===== src/rtl/rst_seq.sv =====
// rst_seq: async-assert / sync-release reset sequencer, releasing NUM_CH channels in order.
// Define RST_SEQ_SWRST_EN to let sw_rst restart the sequence without clearing the synchroniser.
module rst_seq #(
   parameter int NUM_CH      = 4,
   parameter int DELAY       = 50,
   parameter int GAP         = 8,
   parameter int SYNC_STAGES = 2,
   parameter int CNT_W       = 8
) (
   input  logic              clk,
   input  logic              rst_n,
   input  logic              sw_rst,
   output logic [NUM_CH-1:0] rstn_out,
   output logic              done,
   output logic [3:0]        stage
);
   typedef enum logic [1:0] {HOLD, WAIT, STEP, DONE} state_t;
   state_t                 st;
   logic [SYNC_STAGES-1:0] sync_q;
   logic [CNT_W-1:0]       cnt;
   logic                   sw;
`ifdef RST_SEQ_SWRST_EN
   assign sw = sw_rst;
`else
   logic unused_sw;
   assign unused_sw = sw_rst;
   assign sw = 1'b0;
`endif
   always_ff @(posedge clk or negedge rst_n)
      if (!rst_n) sync_q <= '0;
      else sync_q <= {sync_q[SYNC_STAGES-2:0], 1'b1};
   always_ff @(posedge clk or negedge rst_n) begin
      if (!rst_n) begin
         st       <= HOLD;
         cnt      <= '0;
         rstn_out <= '0;
         done     <= 1'b0;
         stage    <= '0;
      end else if (sw) begin
         st       <= HOLD;
         cnt      <= '0;
         rstn_out <= '0;
         done     <= 1'b0;
         stage    <= '0;
      end else begin
         case (st)
            HOLD: if (sync_q[SYNC_STAGES-1]) begin
               st  <= WAIT;
               cnt <= CNT_W'(DELAY - 1);
            end
            WAIT, STEP: if (cnt != '0) cnt <= cnt - 1'b1;
            else begin
               rstn_out <= (rstn_out << 1) | NUM_CH'(1);
               stage    <= stage + 4'd1;
               // the last channel lands in DONE with the counter parked at zero
               if (stage == 4'(NUM_CH - 1)) begin
                  st   <= DONE;
                  done <= 1'b1;
                  cnt  <= '0;
               end else begin
                  st  <= STEP;
                  cnt <= CNT_W'(GAP - 1);
               end
            end
            default: cnt <= '0;
         endcase
      end
   end
endmodule


===== config.mk =====
export PLATFORM = sky130hd
export DESIGN_NAME = rst_seq
export DESIGN_NICKNAME = d
export VERILOG_FILES = /design/src/rtl/rst_seq.sv
export SDC_FILE = /design/constraint.sdc
export NUM_CORES = 1
export LEC_CHECK = 0
export CAP_MARGIN = 15
export CORE_AREA = 2 2 55 57
export DETAILED_ROUTE_END_ITERATION = 10
export DIE_AREA = 0 0 57 59
export HOLD_SLACK_MARGIN = 0.12
export MAX_ROUTING_LAYER = met4
export SYNTH_ARGS = -nofsm -noshare
export SYNTH_HDL_FRONTEND = slang
export SYNTH_SLANG_ARGS = --single-unit

===== constraint.sdc =====
create_clock -name clk -period 2.3 [get_ports clk]
set_input_delay 0.46 -clock clk [delete_from_list [all_inputs] [get_ports clk]]
set_output_delay 0.46 -clock clk [all_outputs]
set_load 0.03 [all_outputs]

==> out/metrics.cfg <==
[floorplan]
die_h_um=59
dieArea_mm2=0.00336
die_w_um=57
boundaryPins=12
rows=19
start_util_pct=39.2
core-area_mm2=0.00271

[setup_path]
timing.critical_path.cells=inv_1 > ha_1 > nor3b_2 > and3_1 > nand2_4 > a221o_1
required_ns=2.51
slowest_delay_ns=0.48
slowest_stage=and3_1
critPathCaptureType=flop
crit_fanout=9
path_class=reg2reg
crit_start=cnt[0]
startpoint_type=flop
reg2reg_depth=6
r2r-end=st[0]
worst-path-buf-inv=1
timing.rr.start=cnt[0]
arrival_ns=2.22
rrSetupSlack_ns=0.29
cp_top_family=simple AND/OR/NAND/NOR gates

[clock_tree]
clk_pin_slew_ns=0.13
clk_path_buf_depth=2
clkSinkCount=21
clock_latency_ns=0.32
cts_buffers=3
cts_tree=done
cts-root-buf=clkbuf_4
cts_setup_buffers=0
ctsHoldBuffers=0
cts_resized=0
cts_max_level=1

[synthesis]
yosysTopAreaCell=dfrtp_1
synth_edf_count=0
synth_cell_types=34
synthFlopType=dfrtp_1
seq_area_frac_synth_pct=49.5
syn_area_mm2=0.00106
synth.top_cell.area_share_pct=49.5
ys_ff_latch=21
syn_inst=100
async_flop_share_pct=100
syn_avg_cell_area_um2=10.6
syn_nets=108
synth_commonest_cells=dfrtp_1, o21ai_0, nand2_1
synth_warnings=0
synth_area_leaders=dfrtp_1, ha_1, o21ai_0
yosys.cell_count.top_type=dfrtp_1

[timing]
rsz0062_at_grt=false
setup_viol=0
hold_viol=0
tightest_slew_ns=0.580
totalNegativeSetupSlack_ns=0
slew_headroom_pct=61.0
fin_crit_sh_pct=87.2
report.final.slew_viol_count=0
fmax_mhz=499
fin_crit_ns=2.01
fin_skew_ns=0.00441

[pwr]
finalPower_mw=1.92
power.leakage_nw=0.544
vdd_ir_drop_max_v=0.000813
power_density_mw_per_mm2=1540

[route]
drt-initial-drc-count=19
vias=753
routed_wl_um=1930
wl_per_cell_um=13.1
viasPerCell=5.12
drc=0
drtAntennaViolNets=0
drt_pre_antenna_iters=4

[hold_path]
hold_depth=0
min_from=sync_q[0]
min_to=sync_q[1]
hold_path_class=reg2reg

[placement]
placed_cells_incl_taps=143
io_buffers=10
dp_hpwl_um=1420
gp_congestion=0.804

[grt]
grt_usage_pct=14.2
grt_max_degree=22
grt_pass1_vias=800
grt_overflow=0
antenna_found_initial=0
grt_pass1_wl_um=3520

[layout]
nNetsFinal=125
drive_gt1_share_pct=15.5
area_growth_pct=17.0
final_cells=147
utilization_pct=45.8
diodes=0

[run]
cap_violations=0

[status]
status=finished, final reports clean

[power breakdown]
group          switching [mW]  internal [mW]
Clock                   0.126         0.0665
Combinational           0.586          0.489
Sequential              0.134          0.516
Total                   0.845           1.07
[routing by layer]
metal	part of all wire, %	up-vias	global-route usage [%]
li1	-	386	-
met1	50	351	18.1
met2	45	14	21.3
met3	3.5	2	5.02
met4	1.1	0	4.65
met5	0	-	-
[worst max path at each step]
stage                        end  slack, ns  cells past startpoint
after detailed placement   st[0]       0.32                      6
after global placement     st[0]       0.32                      6
final                      st[0]       0.29                      6
after CTS                  st[0]       0.29                      6
after global routing       st[0]       0.14                      6
after floorplan           cnt[7]       0.65                      6
[area by class of cell]
| cell class | instances | area (um^2) |
|---|---|---|
| clock inverters | 1 | 7.51 |
| clock buffers | 3 | 22.5 |
| flip-flops and latches | 21 | 526 |
| repair buffers | 13 | 123 |
| multi-input cells | 71 | 498 |
| inverters | 7 | 26.3 |
| well taps | 31 | 38.8 |
| fillers | 269 | 1470 |
[registers in the layout, summed over array words and instances, names as in the netlist]
| register | cells |
|---|---|
| st | 2 |
| stage | 4 |
| done | 1 |
| rstn_out | 4 |
| cnt | 8 |
| sync_q | 2 |
[kinds of logic after synthesis]
group / count (synthesis) / share of synthesized area [%]
xor+xnor: 3 / 2.48
mux: 4 / 4.24
other cells: 1 / 0.353
buf+inv: 8 / 3.54
simple gates: 35 / 20.4
compound gates: 23 / 13.6
flops: 21 / 49.5
fa+ha+maj: 5 / 5.90
[layout by cell type, fill, tap and decap left out, types with 2 or more instances in the layout]
cell	instances
a21oi_1	3
a22o_1	2
a31oi_1	2
buf_4	3
clkbuf_4	3
clkdlybuf4s50_1	10
dfrtp_1	21
ha_1	5
inv_1	7
mux2_2	4
nand2_1	8
nand2b_1	3
nand3_1	5
nand4_1	2
nor2_1	3
nor2b_1	2
nor3_1	2
o21ai_0	11
xnor2_1	2
[metrics by stage]
| stage | instance area, um^2 | hold WS, ns | setup slack (ns) |
|---|---|---|---|
| after floorplan | 1060 | 0.164 | 0.652 |
| after global placement | 1210 | 0.333 | 0.316 |
| after detailed placement | 1210 | 0.335 | 0.324 |
| after CTS | 1240 | 0.365 | 0.293 |
| after global routing | 1240 | 0.372 | 0.136 |
| final | 1240 | 0.363 | 0.294 |
(Power assumes the default switching activity.)
